`config.mk`:
```
export PLATFORM = sky130hd
export DESIGN_NAME = rgb_fade_sequencer
export DESIGN_NICKNAME = d
export VERILOG_FILES = /design/src/rtl/rgb_fade_sequencer.sv
export SDC_FILE = /design/constraint.sdc
export NUM_CORES = 1
export LEC_CHECK = 0
export ABC_AREA = 1
export BUFFER_PORTS_ARGS = -buffer_cell sky130_fd_sc_hd__buf_2
export CAP_MARGIN = 10
export CORE_ASPECT_RATIO = 0.8
export CORE_MARGIN = 1.5
export CORE_UTILIZATION = 55
export DETAILED_ROUTE_END_ITERATION = 8
export HOLD_SLACK_MARGIN = 0.05
export PLACE_DENSITY = 0.82
export SYNTH_ARGS = -nofsm -noshare
export SYNTH_HDL_FRONTEND = slang
export SYNTH_SLANG_ARGS = --single-unit
```
`constraint.sdc`:
```
create_clock -name clk -period 6.6 [get_ports clk]
set_input_delay 1.98 -clock clk [delete_from_list [all_inputs] [get_ports clk]]
set_output_delay 1.98 -clock clk [all_outputs]
set_load 0.005 [all_outputs]
```
`src/rtl/rgb_fade_sequencer.sv`:
```
// rgb_fade_sequencer: keyframe colour sequencer feeding the RGB PWM duty
// comparators. Linearly fades from the current colour to each keyframe of a
// small writable table, holds it, then moves on and wraps at last_key.
// Optional build macro: RGB_FADE_GAMMA_EN adds a registered square-law gamma
// stage on the duty outputs (one extra clock of latency on the duties only).
module rgb_fade_sequencer #(
  parameter int CLK_FREQ_HZ = 12_000_000,
  parameter int STEP_HZ     = 256,
  parameter int NUM_KEYS    = 8,
  parameter int FADE_STEPS  = 64,
  parameter int HOLD_STEPS  = 128
) (
  input  logic                        clk,
  input  logic                        SW,
  input  logic                        run,
  input  logic                        wr_en,
  input  logic [$clog2(NUM_KEYS)-1:0] wr_addr,
  input  logic [23:0]                 wr_data,
  input  logic [$clog2(NUM_KEYS)-1:0] last_key,
  output logic [7:0]                  red_val,
  output logic [7:0]                  green_val,
  output logic [7:0]                  blue_val,
  output logic [$clog2(NUM_KEYS)-1:0] key_idx,
  output logic [1:0]                  state,
  output logic                        seq_wrap
);

  localparam int STEP_DIV = CLK_FREQ_HZ / STEP_HZ;
  localparam int PW       = (STEP_DIV > 1) ? $clog2(STEP_DIV) : 1;
  localparam int KW       = $clog2(NUM_KEYS);
  localparam int FW       = $clog2(FADE_STEPS);
  localparam int CW       = FW + 1;
  localparam int HW       = $clog2(HOLD_STEPS + 1);
  localparam int PRW      = FW + 11;

  localparam logic [PW-1:0] STEP_LAST  = PW'(STEP_DIV - 1);
  localparam logic [PW-1:0] PRESC_ONE  = PW'(1);
  localparam logic [KW-1:0] KEY_ONE    = KW'(1);
  localparam logic [KW-1:0] KEY_ZERO   = KW'(0);
  localparam logic [CW-1:0] STEP_ONE   = CW'(1);
  localparam logic [CW-1:0] STEP_ZERO  = CW'(0);
  localparam logic [CW-1:0] STEP_END   = CW'(FADE_STEPS);
  localparam logic [HW-1:0] HOLD_ONE   = HW'(1);
  localparam logic [HW-1:0] HOLD_ZERO  = HW'(0);
  localparam logic [HW-1:0] HOLD_END   = HW'(HOLD_STEPS);

  typedef enum logic [1:0] {
    ST_IDLE = 2'd0,
    ST_FADE = 2'd1,
    ST_HOLD = 2'd2
  } state_t;

  // One channel of the interpolator: start + floor((target-start)*k / FADE_STEPS).
  // The difference is 10-bit signed so a falling fade floors toward -inf.
  function automatic logic [7:0] interp(input logic [7:0] s, input logic [7:0] t,
                                        input logic [CW-1:0] k);
    logic signed [9:0]     d;
    logic signed [PRW-1:0] de;
    logic signed [PRW-1:0] ke;
    logic signed [PRW-1:0] p;
    logic signed [PRW-1:0] sum;
    d   = $signed({2'b00, t}) - $signed({2'b00, s});
    de  = {{(PRW-10){d[9]}}, d};
    ke  = {{(PRW-CW){1'b0}}, k};
    p   = (de * ke) >>> FW;
    sum = p + $signed({{(PRW-8){1'b0}}, s});
    return sum[7:0];
  endfunction

  state_t          r_state;
  state_t          w_state_nxt;
  logic [PW-1:0]   r_presc;
  logic [CW-1:0]   r_step_cnt;
  logic [CW-1:0]   w_step_nxt;
  logic [CW-1:0]   w_step_inc;
  logic [HW-1:0]   r_hold_cnt;
  logic [HW-1:0]   w_hold_nxt;
  logic [HW-1:0]   w_hold_inc;
  logic [KW-1:0]   r_key_idx;
  logic [KW-1:0]   w_key_nxt;
  logic [KW-1:0]   w_key_adv;
  logic [23:0]     r_start;
  logic [23:0]     w_start_nxt;
  logic [23:0]     r_target;
  logic [23:0]     w_target_nxt;
  logic [23:0]     r_duty;
  logic [23:0]     w_duty_nxt;
  logic            r_seq_wrap;
  logic            w_wrap_nxt;
  logic            w_active;
  logic            w_tick;
  logic            w_wraps;
  logic [23:0]     r_table [NUM_KEYS];

  assign w_active   = run & (r_state != ST_IDLE);
  assign w_tick     = w_active & (r_presc == STEP_LAST);
  assign w_step_inc = r_step_cnt + STEP_ONE;
  assign w_hold_inc = r_hold_cnt + HOLD_ONE;
  assign w_wraps    = (r_key_idx >= last_key);
  assign w_key_adv  = w_wraps ? KEY_ZERO : (r_key_idx + KEY_ONE);

  // Step-rate prescaler; frozen while paused or idle so resume is exact.
  always_ff @(posedge clk or negedge SW) begin
    if (!SW) begin
      r_presc <= '0;
    end else if (w_active) begin
      r_presc <= w_tick ? '0 : (r_presc + PRESC_ONE);
    end
  end

  // Keyframe table with its power-on colours; writes land regardless of state.
  always_ff @(posedge clk or negedge SW) begin
    if (!SW) begin
      for (int i = 0; i < NUM_KEYS; i++) begin
        r_table[i] <= 24'h000000;
      end
      r_table[0] <= 24'hFF0000;
      r_table[1] <= 24'h00FF00;
      r_table[2] <= 24'h0000FF;
    end else if (wr_en) begin
      r_table[wr_addr] <= wr_data;
    end
  end

  // FSM state register.
  always_ff @(posedge clk or negedge SW) begin
    if (!SW) begin
      r_state <= ST_IDLE;
    end else begin
      r_state <= w_state_nxt;
    end
  end

  // Next-state and datapath decisions; all values hold unless a step tick acts.
  always_comb begin
    w_state_nxt  = r_state;
    w_step_nxt   = r_step_cnt;
    w_hold_nxt   = r_hold_cnt;
    w_key_nxt    = r_key_idx;
    w_start_nxt  = r_start;
    w_target_nxt = r_target;
    w_duty_nxt   = r_duty;
    w_wrap_nxt   = 1'b0;
    case (r_state)
      ST_IDLE: begin
        if (run) begin
          w_state_nxt  = ST_FADE;
          w_start_nxt  = r_duty;
          w_target_nxt = r_table[r_key_idx];
          w_step_nxt   = STEP_ZERO;
        end else begin
          w_state_nxt  = ST_IDLE;
        end
      end
      ST_FADE: begin
        if (w_tick) begin
          w_step_nxt = w_step_inc;
          w_duty_nxt = {interp(r_start[23:16], r_target[23:16], w_step_inc),
                        interp(r_start[15:8],  r_target[15:8],  w_step_inc),
                        interp(r_start[7:0],   r_target[7:0],   w_step_inc)};
          if (w_step_inc == STEP_END) begin
            w_state_nxt = ST_HOLD;
            w_hold_nxt  = HOLD_ZERO;
          end else begin
            w_state_nxt = ST_FADE;
          end
        end else begin
          w_state_nxt = ST_FADE;
        end
      end
      ST_HOLD: begin
        if (w_tick) begin
          if (w_hold_inc == HOLD_END) begin
            w_key_nxt    = w_key_adv;
            w_wrap_nxt   = w_wraps;
            w_start_nxt  = r_duty;
            w_target_nxt = r_table[w_key_adv];
            w_step_nxt   = STEP_ZERO;
            w_state_nxt  = ST_FADE;
          end else begin
            w_hold_nxt   = w_hold_inc;
          end
        end else begin
          w_state_nxt = ST_HOLD;
        end
      end
      default: begin
        w_state_nxt = ST_IDLE;
      end
    endcase
  end

  // Datapath registers: counters, key index, fade endpoints, duties, wrap pulse.
  always_ff @(posedge clk or negedge SW) begin
    if (!SW) begin
      r_step_cnt <= '0;
      r_hold_cnt <= '0;
      r_key_idx  <= '0;
      r_start    <= 24'h000000;
      r_target   <= 24'h000000;
      r_duty     <= 24'h000000;
      r_seq_wrap <= 1'b0;
    end else begin
      r_step_cnt <= w_step_nxt;
      r_hold_cnt <= w_hold_nxt;
      r_key_idx  <= w_key_nxt;
      r_start    <= w_start_nxt;
      r_target   <= w_target_nxt;
      r_duty     <= w_duty_nxt;
      r_seq_wrap <= w_wrap_nxt;
    end
  end

`ifdef RGB_FADE_GAMMA_EN
  // Square-law gamma: top byte of v*v per channel.
  function automatic logic [7:0] gamma(input logic [7:0] v);
    logic [15:0] sq;
    sq = {8'h00, v} * {8'h00, v};
    return sq[15:8];
  endfunction

  logic [23:0] r_gamma;

  // Registered gamma stage on the duties.
  always_ff @(posedge clk or negedge SW) begin
    if (!SW) begin
      r_gamma <= 24'h000000;
    end else begin
      r_gamma <= {gamma(r_duty[23:16]), gamma(r_duty[15:8]), gamma(r_duty[7:0])};
    end
  end

  assign red_val   = r_gamma[23:16];
  assign green_val = r_gamma[15:8];
  assign blue_val  = r_gamma[7:0];
`else
  assign red_val   = r_duty[23:16];
  assign green_val = r_duty[15:8];
  assign blue_val  = r_duty[7:0];
`endif

  assign key_idx  = r_key_idx;
  assign state    = r_state;
  assign seq_wrap = r_seq_wrap;

endmodule

```
==> summary.md <==
| Metric | Value |
|---|---|
| Status | finished, final reports clean |
| IO buf count | 63 |
| Dominant cell type by area after synthesis | dfrtp_1 |
| DR vias | 21890 |
| Final hold vios | 0 |
| Synth unique cells | 50 |
| Layout Nets | 3411 |
| CP max FO | 4 |
| H-tree depth | 1 |
| Slew Limit Fails | 0 |
| GRT Total Usage | 30.71% |
| Final cell count without fillers | 3692 |
| Placed cell count | approximately 3600 |
| Ant. Diodes | 0 |
| Avg Inst Size Synth | 7.514 um2 |
| Final ANT Viol Nets | 0 |
| Clock Power Share | roughly 14% |
| Yosys top cell area share | 29.89% |
| Share of layout cells above drive strength 1 | 11.15% |
| Worst endpoint required time | 7.00 ns |
| Synth warn | 0 |
| Pwr dens | 462.0 mW/mm2 |
| Worst Setup Start Kind | flip-flop |
| Row Count | 67 |
| Final setup vio count | 0 |
| Clk buf depth | 3 |
| Crit-path slowest cell | fa_1 |
| DRC | 0 |
| Post-synth EDFFs | 0 |
| Clk root buf | clkbuf_16 |
| Die area | 0.04341 mm2 |
| RD Place Congestion | 0.9391 |
| Total global routing overflow | 0 |
| Net switching power | between 5 and 6 mW |
| Final Util | 61.71% |
| Sw Ratio | 47.93% |
| Die W | 232.6 um |
| Setup crit end kind | flip-flop |
| Worst slew margin | roughly 15% |
| Net Count, Synth | roughly 3400 |
| Initial DRC count | 2450 |
| WL/cell | 18.30 um |
| Yosys reg bits | 301 |
| Die span in y | 186.7 um |
| Ys flop type | dfrtp_1 |
| Slew @ Worst Pin | 1.261 ns |
| Drt total wl | 67.55 mm |
| Max VDD drop | 544.8 uV |
| IO Pins | 64 |
| Post-DP HPWL | 44.30 mm |
| Main area contributors after synthesis | dfrtp_1 (30%), fa_1 (11%), o21ai_0 (9.9%) |
| Final Power | 11.90 mW |
| CP most frequent cell | inv_1 |
| Crit path DAT | 6.88 ns |
| Period utilisation layout | a little over nine tenths |
| Post-Layout Inst Area | roughly 0.026 mm2 |
| Final WS setup | 0.1265 ns |
| Most frequent cells in the layout | nand2_1 (545), inv_1 (470), o21ai_0 (453) |
| TritonCTS clock tree | done |
| Clock transition at path regs | 0.07 ns |
| Mapped Area | 0.02319 mm2 |
| Largest net degree at the start of global routing | ~120 |
| Leakage | 12.91 nW |
| Syn Inst Count | 3086 |
| Vias in the first global route | 21470 |
| Total CTS buffers | 29 |
| Post-Route Setup TNS | 0 ns |
| Worst hold slack | between 0.4 and 0.5 ns |
| Core area | 0.04175 mm2 |
| Minimum clock period | between 6 and 7 ns |
| F_max | between 150 and 200 MHz |
| Worst path max stage delay | 0.53 ns |
| Clk_skew | 0.01234 ns |
| Clock sink total | 301 |
| Initial antenna violation count | 0 |
| Post-synth ARST share | 100.0% |
| Internal power | 6.197 mW |
| Reg power frac | 20.9% |
| Crit path kind | reg2reg |
| Top Family by Delay on Critical Path | adder cells |
| Drt first pass iters | 7 |
| Sum of buffers and inverters on the critical path | 8 |
| Logic pwr share | 64.6% |
| Commonest non-fill, non-tap cell in the layout | nand2_1 |
| Setup WS pre-CTS | -0.1403 ns |
| Starting Density | between 50% and 60% |
| Placed inst area | between 0.02 and 0.025 mm2 |
| Clk Latency, worst-skew pair | 0.57 ns |
| Area Growth Syn to Fin | 11.11% |
| Max-Cap Viols | 0 |
| Hold/Removal Path Class | reg2reg |
| Via/cell ratio | roughly 6 |
| Cts hold-fix bufs | 0 |
| Post-synthesis sequential area ratio | between 30% and 40% |
| First-pass GRT wire length | between 100 and 150 mm |
==> logic make-up (layout without fill, tap and decap cells) <==
kind of cell | Yosys count | in the layout | synth area share (%)
buf+inv | 638 | 692 | 10.67
simple gates | 1072 | 1072 | 18.82
fa+ha+maj | 257 | 257 | 18.04
flops | 301 | 301 | 32.61
compound gates | 752 | 752 | 17.33
xor+xnor | 66 | 66 | 2.525
==> routing by layer <==
layer  up-vias  share of wire (%)  global-route usage [%]
met3       222                 10                   5.150
met5         -                  0                       0
met4         0                3.7                   10.92
li1       9969                  -                       -
met2      1261                 46                   48.73
met1     10440                 40                   42.50
==> registers in the layout, summed over array words and instances (netlist names) <==
| register | count |
|---|---|
| seq_wrap | 1 |
| r_target | 24 |
| r_step_cnt | 7 |
| r_start | 24 |
| r_hold_cnt | 8 |
| r_duty | 24 |
| r_presc | 16 |
| state | 2 |
| r_table | 192 |
| key_idx | 3 |
==> path summary, 6_finish.rpt <==
| path | from | endpoint | slack (ns) | depth (start not counted) |
|---|---|---|---|---|
| worst min register to register | r_presc[15]$_DFFE_PN0P_ | r_presc[15]$_DFFE_PN0P_ | 0.47 | 1 |
| worst max-delay path | r_start[16]$_DFFE_PN0P_ | r_duty[22]$_DFFE_PN0P_ | 0.13 | 32 |
| min in group asynchronous | SW | r_hold_cnt[6]$_DFFE_PN0P_ | 1.52 | 1 |
| max in group asynchronous | SW | r_table[135]$_DFFE_PN0P_ | 3.86 | 2 |
| worst min-delay path | r_presc[15]$_DFFE_PN0P_ | r_presc[15]$_DFFE_PN0P_ | 0.47 | 1 |
| worst max register to register | r_start[16]$_DFFE_PN0P_ | r_duty[22]$_DFFE_PN0P_ | 0.13 | 32 |
==> Yosys cell counts, types with 6 or more instances <==
cell	number
inv_1	484
buf_2	23
o21ai_1	10
dfstp_2	24
a31oi_1	31
nor2_1	313
or2_2	6
o221ai_1	18
nand3_1	142
clkbuf_1	108
o21ai_0	459
nand4_1	15
xnor2_1	22
nor3_1	15
a21oi_1	182
nand2_1	557
fa_1	129
o211ai_1	19
a21o_1	7
ha_1	128
xor2_1	43
buf_1	6
nand3b_1	8
dfrtp_1	277
==> final cells by class <==
type / count / area [um2]
fillers: 3464 / 15990
multi-input cells: 2147 / 13710
flip-flops and latches: 301 / 7571
inverters: 493 / 1857
repair buffers: 148 / 983.4
clock buffers: 43 / 828.3
well taps: 552 / 690.7
clock inverters: 8 / 121.4
==> power groups by stage <==
stage               Combinational (mW)  Sequential [mW]  Clock (mW)
floorplan                         5.00             2.41           0
global placement                  6.43             2.47           0
detailed placement                6.70             2.50           0
CTS                               6.78             2.47        1.72
global route                      8.60             2.52        1.80
finish                            7.69             2.49        1.72
==> timing repair <==
item | CTS | global route
pin swaps | 0 | 50
resized for setup | 7 | 118
endpoints found under the setup margin | 5 | 11
setup buffers | 0 | 25
Power figures use the tool's default switching activity.
